File: src/rtl/loss_batch_monitor.sv
// loss_batch_monitor
// Accumulates per-sample losses over a power-of-two batch, reports the
// truncated batch mean, tracks the best (minimum) mean of the run and
// declares convergence after PATIENCE consecutive batches whose mean is
// at or below the threshold. A run also ends, unconverged, on reaching
// MAX_BATCHES.
module loss_batch_monitor #(
    parameter int LOSS_W      = 42,
    parameter int LOG2_BATCH  = 3,
    parameter int PATIENCE    = 2,
    parameter int MAX_BATCHES = 16
) (
    input  logic              clk_i,
    input  logic              rst_i,
    input  logic              start_i,
    input  logic              loss_valid_i,
    input  logic [LOSS_W-1:0] loss_i,
    output logic              loss_ready_o,
    input  logic [LOSS_W-1:0] thresh_i,
    output logic              mean_valid_o,
    output logic [LOSS_W-1:0] mean_o,
    output logic [LOSS_W-1:0] best_o,
    output logic [15:0]       batch_cnt_o,
    output logic              busy_o,
    output logic              done_o,
    output logic              converged_o
);

    // Sum is wide enough for a full batch of maximum losses, so it never wraps.
    localparam int SUM_W = LOSS_W + LOG2_BATCH;
    localparam int CNT_W = (LOG2_BATCH < 1) ? 1 : LOG2_BATCH;
    // Patience never exceeds PATIENCE because reaching it ends the run.
    localparam int PAT_W = (PATIENCE < 1) ? 1 : $clog2(PATIENCE + 1);

    localparam logic [CNT_W-1:0] LAST_SAMPLE = CNT_W'((1 << LOG2_BATCH) - 1);
    localparam logic [PAT_W-1:0] PAT_LIMIT   = PAT_W'(PATIENCE);
    localparam logic [15:0]      BATCH_LIMIT = 16'(MAX_BATCHES);

    typedef enum logic [1:0] {
        IDLE   = 2'd0,
        ACCUM  = 2'd1,
        REPORT = 2'd2,
        DONE   = 2'd3
    } state_t;

    state_t            state_reg, state_next;
    logic [SUM_W-1:0]  sum_reg, sum_next;
    logic [CNT_W-1:0]  sample_cnt_reg, sample_cnt_next;
    logic [PAT_W-1:0]  pat_reg, pat_next;
    logic [15:0]       batch_cnt_reg, batch_cnt_next;
    logic [LOSS_W-1:0] mean_reg, mean_next;
    logic [LOSS_W-1:0] best_reg, best_next;
    logic              mean_valid_reg, mean_valid_next;
    logic              busy_reg, busy_next;
    logic              done_reg, done_next;
    logic              converged_reg, converged_next;

    // Truncating divide by the batch size is just dropping the low sum bits.
    logic [LOSS_W-1:0] batch_mean;
    assign batch_mean = sum_reg[SUM_W-1:LOG2_BATCH];

    // Ready is decoded from the state register only, so it has no input path.
    assign loss_ready_o = (state_reg == ACCUM);

    assign mean_valid_o = mean_valid_reg;
    assign mean_o       = mean_reg;
    assign best_o       = best_reg;
    assign batch_cnt_o  = batch_cnt_reg;
    assign busy_o       = busy_reg;
    assign done_o       = done_reg;
    assign converged_o  = converged_reg;

    // State and datapath registers; reset discards any partial batch.
    always_ff @(posedge clk_i or posedge rst_i) begin
        if (rst_i) begin
            state_reg      <= IDLE;
            sum_reg        <= '0;
            sample_cnt_reg <= '0;
            pat_reg        <= '0;
            batch_cnt_reg  <= '0;
            mean_reg       <= '0;
            best_reg       <= '1;
            mean_valid_reg <= 1'b0;
            busy_reg       <= 1'b0;
            done_reg       <= 1'b0;
            converged_reg  <= 1'b0;
        end else begin
            state_reg      <= state_next;
            sum_reg        <= sum_next;
            sample_cnt_reg <= sample_cnt_next;
            pat_reg        <= pat_next;
            batch_cnt_reg  <= batch_cnt_next;
            mean_reg       <= mean_next;
            best_reg       <= best_next;
            mean_valid_reg <= mean_valid_next;
            busy_reg       <= busy_next;
            done_reg       <= done_next;
            converged_reg  <= converged_next;
        end
    end

    // Next-state and next-output logic; start_i overrides every state,
    // which also drops a coincident sample and suppresses a coincident report.
    always_comb begin
        state_next      = state_reg;
        sum_next        = sum_reg;
        sample_cnt_next = sample_cnt_reg;
        pat_next        = pat_reg;
        batch_cnt_next  = batch_cnt_reg;
        mean_next       = mean_reg;
        best_next       = best_reg;
        mean_valid_next = 1'b0;
        busy_next       = busy_reg;
        done_next       = done_reg;
        converged_next  = converged_reg;

        if (start_i) begin
            state_next      = ACCUM;
            sum_next        = '0;
            sample_cnt_next = '0;
            pat_next        = '0;
            batch_cnt_next  = '0;
            best_next       = '1;
            busy_next       = 1'b1;
            done_next       = 1'b0;
            converged_next  = 1'b0;
        end else begin
            case (state_reg)
                ACCUM: begin
                    if (loss_valid_i) begin
                        sum_next        = sum_reg + SUM_W'(loss_i);
                        sample_cnt_next = sample_cnt_reg + CNT_W'(1);
                        if (sample_cnt_reg == LAST_SAMPLE) begin
                            state_next = REPORT;
                        end
                    end
                end
                REPORT: begin
                    mean_next       = batch_mean;
                    mean_valid_next = 1'b1;
                    batch_cnt_next  = batch_cnt_reg + 16'd1;
                    if (batch_mean < best_reg) begin
                        best_next = batch_mean;
                    end
                    if (batch_mean <= thresh_i) begin
                        pat_next = pat_reg + PAT_W'(1);
                    end else begin
                        pat_next = '0;
                    end
                    sum_next        = '0;
                    sample_cnt_next = '0;
                    // Convergence is tested first so it wins over the batch limit.
                    if (pat_next == PAT_LIMIT) begin
                        state_next     = DONE;
                        busy_next      = 1'b0;
                        done_next      = 1'b1;
                        converged_next = 1'b1;
                    end else if (batch_cnt_next == BATCH_LIMIT) begin
                        state_next     = DONE;
                        busy_next      = 1'b0;
                        done_next      = 1'b1;
                        converged_next = 1'b0;
                    end else begin
                        state_next = ACCUM;
                    end
                end
                default: begin
                end
            endcase
        end
    end

endmodule

File: config.mk
export PLATFORM = sky130hd
export DESIGN_NAME = loss_batch_monitor
export DESIGN_NICKNAME = d
export VERILOG_FILES = /design/src/rtl/loss_batch_monitor.sv
export SDC_FILE = /design/constraint.sdc
export NUM_CORES = 1
export LEC_CHECK = 0
export ABC_CLOCK_PERIOD_IN_PS = 4600
export CORE_MARGIN = 2
export CORE_UTILIZATION = 49
export CTS_CLUSTER_DIAMETER = 120
export DETAILED_ROUTE_END_ITERATION = 8
export HOLD_SLACK_MARGIN = 0.1
export PLACE_DENSITY = 0.85
export SYNTH_ARGS = -nofsm -noshare
export SYNTH_HDL_FRONTEND = slang
export SYNTH_SLANG_ARGS = --single-unit
File: constraint.sdc
create_clock -name clk_i -period 4.6 [get_ports clk_i]
set_input_delay 0.69 -clock clk_i [delete_from_list [all_inputs] [get_ports clk_i]]
set_output_delay 0.69 -clock clk_i [all_outputs]
set_load 0.01 [all_outputs]
# --- Yosys cells after proc, flatten, opt, wreduce, memory -nomap -nowiden ---
# Index checks and enable logic that the tools add are counted.
# Widths: inputs -> output; s select.
totals:
  register_bits: 156
  in_bits: 88
  output_inout_bits: 105
  wordCells: 69
classes:
  n_addsub: 4
  order_cmp: 2
  eq_ne: 7
  n_mux: 35
  n_bitwise: 1
  reduce_logical: 9
ops:
  columns: ["operator", "count"]
  rows:
  - ["$mux 42", 3]
  - ["$mux 45", 2]
  - ["$pmux 45 s2", 1]
  - ["$add 45x42->45", 1]
  - ["$le 42x42->1", 1]
  - ["$lt 42x42->1", 1]
  - ["$mux 16", 2]
  - ["$mux 2", 10]
  - ["$add 16x1->16 const B", 1]
  - ["$eq 16x5->1 const B", 1]
  - ["$mux 1", 13]
  - ["$reduce_and 2->1", 4]
  - ["$mux 3", 2]
  - ["$pmux 3 s2", 1]
  - ["$reduce_bool 3->1", 2]
  - ["$eq 2x2->1 const B", 2]
  - ["$pmux 2 s2", 1]
  - ["$reduce_bool 2->1", 2]
  - ["$add 3x1->3 const B", 1]
  - ["$eq 3x3->1 const B", 1]
  - ["$ne 3x2->1 const B", 1]
  - ["$ne 3x3->1 const B", 1]
  - ["$reduce_and 3->1", 1]
  - ["$add 2x1->2 const B", 1]
  - ["2 further kinds", 2]

# --- Depth between registers and ports, before layout ---
depth:
  depth_word: 8
  ltp_mapped: 14
  depth_no_buf: 13

# --- Worst setup path after synthesis ---
# Ideal clock, no wire load.
synth_path:
  kind: "in2reg"
  startpoint: "input port loss_i[14]"
  endpoint: "register sum_reg[43]"
  setup_ns: 0.123
  arrival_ns: 2.970
  t_required_ns: 4.477
  slack_ns: 1.507
  stages: 11
  path_buffers: 0
  cell_sequence: "ha_1 > and3_4 > and4_4 > and3_4 > a221oi_2 > a21oi_2 > o31a_1 > o22a_2 > a41oi_2 > xor2_1 > nor2_1"
synth_between:
  elab_chain_len: 4
synth_rtl:
  columns: ["element", "line", "source"]
  rows:
  - ["from (decl)", "17", "input logic [LOSS_W-1:0] loss_i,"]
  - ["$add 45x42->45", "131", "sum_next = sum_reg + SUM_W'(loss_i);"]
  - ["$mux 45", "130", "if (loss_valid_i) begin"]
  - ["$pmux 45 s2", "128", "case (state_reg)"]
  - ["$mux 45", "117", "if (start_i) begin"]
  - ["to (signal assigned)", "89", "sum_reg <= sum_next;"]
  - ["to (decl)", "47", "logic [SUM_W-1:0] sum_reg, sum_next;"]
# Every way passes these cells. The select of a mux whose other input is x is not followed.
# A chain may end at the register's enable or synchronous reset.

# --- Worst setup path in the final report ---
layout_path:
  startpoint: "input port loss_i[0]"
  endpoint: "register sum_reg[44]"
# The elaborated chain is that of the path after synthesis.

==> flow_metrics.tcl <==
set metrics [dict create \
    num_vias 9176 \
    wl_um 28170 \
    startpoint_type "input port" \
    clkLatencyLatePin_ns 0.43 \
    first_pass_iters 5 \
    cts.clk_slew.worst_paths_ns 0.06 \
    synth_compound_area_share_pct 18.19 \
    syn_nets 1357 \
    synth_mux_area_share_pct 4.690 \
    synth_warnings 0 \
    cp.arrival_ns 3.93 \
    hold_class "reg -> reg" \
    cp.required_ns 4.90 \
    fin_crit_sh_pct 78.99 \
    dp_hpwl_um 20790 \
    worstSetupPathType "in -> reg" \
    finalSetupViolCount 0 \
    dieArea_um2 22640 \
    gp_congestion 0.8894 \
    crit_top_cell "o311ai_1" \
    diodes 0 \
    track_usage_pct 25.21 \
    reg2reg_depth 11 \
    grt_max_degree 157 \
    crit_chain "clkdlybuf4s50_1, ha_1, inv_1, fa_1, nor2b_1, o311ai_1, a21boi_1, nor3_2, o21ai_0, a21oi_1, o311ai_1, o2111ai_1, xor2_1, nor2_1" \
    cp_max_fo 4 \
    ant_nets 0 \
    cts_buffers 17 \
    fin_setup_tns_ns 0 \
    start_util_pct 50.00 \
    clk_path_buf_depth 2 \
    crit_path_max_incr_delay_ns 0.49 \
    synth_adder_area_share_pct 15.43 \
    setup_slack_ns 0.9663 \
    netlist_area_um2 10510 \
    grt_pass1_wl_um 45080 \
    pin_count 193 \
    grt_util_met2_pct 42.27 \
    async_flop_share_pct 100.0 \
    cts_max_level 4 \
    final-max-slew-violation-count 0 \
    cts-root-buf "clkbuf_16" \
    hold_path_depth 2 \
    met3_usage_pct 4.455 \
    cts.sinks 156 \
    cts_hold_buf 0 \
    synth_edf_count 0 \
    power_density_nw_per_um2 303.6 \
    grt_pass1_vias 8996 \
    min_period_ns 3.634 \
    synth_flop_cell "dfrtp_1" \
    hold_ws_ns 0.4894 \
    leakage_nw 6.737 \
    core_area_um2 21020 \
    cts_tree "yes" \
    yosysSeqAreaShare_pct 37.64 \
    preCtsSetupSlack_ns 0.6173 \
    grt_antenna_before_repair 0 \
    slowest_stage "o311ai_1" \
    die_x_um 150.5 \
    worst_pin_slew_ns 1.092 \
    synth_simple_gate_area_share_pct 14.28 \
    syn_to_final_growth_pct 26.83 \
    fin_nets 1533 \
    routedWlPerCell_um 17.57 \
    cts_repair_resize_count 0 \
    post-route-util_pct 63.42 \
    largest_register_ffs 45 \
    grt_setup_unrepaired "false" \
    finClkSkew_ns 0.008293 \
    synth_top_family_by_area "compound AO/OA/AOI/OAI gates" \
    fmax_ghz 0.2752 \
    synth.avg_cell_area_um2 9.220 \
    drive_gt1_share_pct 10.17 \
    outcome "complete, no violations" \
    synth-seq-cells 156 \
    maxCapViolCount 0 \
    port_buffers 192 \
    gr-max-usage-layer "met2" \
    die_h_um 150.5 \
    grt_use_met1_pct 31.94 \
    num_rows 53 \
    drt_iter0_drc 587 \
    drc 0 \
    peakVddDrop_mv 0.2648 \
    max_slew_margin_pct 27.03 \
    hold_violations 0 \
    synth_cell_types 59 \
    synth_xor_area_share_pct 4.916 \
    synthCells 1140 \
    grt-ovfl-total 0 \
    avgViaCountPerCell 5.724 \
    post_cts_buffers 0 \
    crit_path_end_kind "flop" \
]
cell type report:
type	count	area, µm²
Fill cell	1635	7690
Multi-Input combinational cell	848	6071
Sequential cell	156	3956
Timing Repair Buffer	199	1997
Clock buffer	20	436.7
Inverter	94	356.6
Tap cell	275	344.1
Clock inverter	11	170.2
metal layers:
metal	wire, µm	part of all wire, %
met4	949	3.4
met3	1479	5.3
met2	13450	48
met5	0	0
met1	12290	44
synthesized netlist by cell type (all sizes together) (3+ instances only):
cell    number  area, µm²
nor2        86      322.8
o22ai        4      25.02
and2         4      25.02
a221oi       3      32.53
dfrtp      114       2853
inv         94      352.8
a211oi       5      37.54
and4         6      55.05
nor2b       12      75.07
nand2b       9      56.30
dfstp       42       1104
nand3       14      70.07
nor3        54      275.3
a211o        4      35.03
a21boi       4      30.03
nor4         6      37.54
o21ai       68      340.3
o21bai       5      37.54
xor2        39      341.6
nand4       30      187.7
a31oi        8      50.05
a21oi      100      511.8
o21a        13      97.59
and3         7      53.80
or3          5      31.28
clkbuf      39      146.4
mux2        42      473.0
xnor2       20      175.2
buf          3      11.26
o211ai       6      45.04
ha         128       1602
a22o         8      70.07
a21o        55      412.9
nand2       77      289.0
a221o        3      30.03
metrics by stage:
step	area [µm²]	power [mW]	instances
2_1_floorplan	10520	2.253	1140
3_3_place_gp	12720	2.522	1572
3_5_place_dp	12720	2.562	1572
4_1_cts	13330	4.052	1603
5_1_grt	13330	4.255	1603
6_report	13330	4.048	1603
critical path: cells and delay by family:
| kind | cells | cell delay [ns] |
|---|---|---|
| AO/OA/AOI/OAI | 6 | 1.56 |
| XOR/XNOR | 1 | 0.16 |
| buffers and inverters | 2 | 0.53 |
| adder cells (fa/ha/maj) | 2 | 0.61 |
| AND/OR/NAND/NOR | 3 | 0.39 |
layout by cell type (no fill, tap or decap), types with 4 or more instances in the layout:
master,netlist,routed
nand2b_1,9,9
and4_1,5,5
o21ai_1,4,4
a211oi_1,5,5
buf_4,0,6
o21a_1,13,13
dfrtp_1,114,114
ha_1,128,128
a31oi_1,8,8
clkbuf_16,0,17
a21oi_1,97,96
a22o_1,8,8
nand4_1,30,30
a211o_1,4,4
and3_1,5,5
mux2_2,42,42
nor4_1,6,6
inv_1,94,93
xor2_1,39,39
clkinv_4,0,4
nand2_1,77,77
o21ai_0,64,64
a21o_1,55,55
o21bai_1,5,5
or3_1,5,5
dfstp_2,42,42
nor3_1,53,53
bufinv_16,0,4
nand3_1,14,14
nor2_1,86,84
o22ai_1,4,4
clkdlybuf4s50_1,0,191
xnor2_1,20,20
o211ai_1,6,6
nor2b_1,12,12
and2_1,4,4
power breakdown:
group	total (mW)	switching (mW)	leakage (nW)	internal, mW
Combinational	0.994	0.548	4.44	0.446
Sequential	1.57	0.132	1.99	1.44
Clock	1.48	0.578	0.298	0.906
Total	4.05	1.26	6.74	2.79
cell families (layout without fill, tap and decap cells):
kind of cell / Yosys count / count (layout)
adders and majority gates: 129 / 129
buffers and inverters: 136 / 324
and+or+nand+nor: 313 / 313
DFF: 156 / 156
muxes: 44 / 44
xor gates and xnor gates: 59 / 59
AOI/OAI and AO/OA: 303 / 303
worst paths after layout:
path                                 start          end  slack (ns)
min in group asynchronous            rst_i   mean_o[22]        0.82
worst max register to register  sum_reg[8]  sum_reg[38]        1.29
worst max-delay path             loss_i[0]  sum_reg[44]        0.97
worst min register to register  sum_reg[2]   sum_reg[2]        0.49
worst min-delay path            sum_reg[2]   sum_reg[2]        0.49
max in group asynchronous            rst_i   mean_o[16]        3.05
No activity file was read; power rests on OpenSTA's default activity.
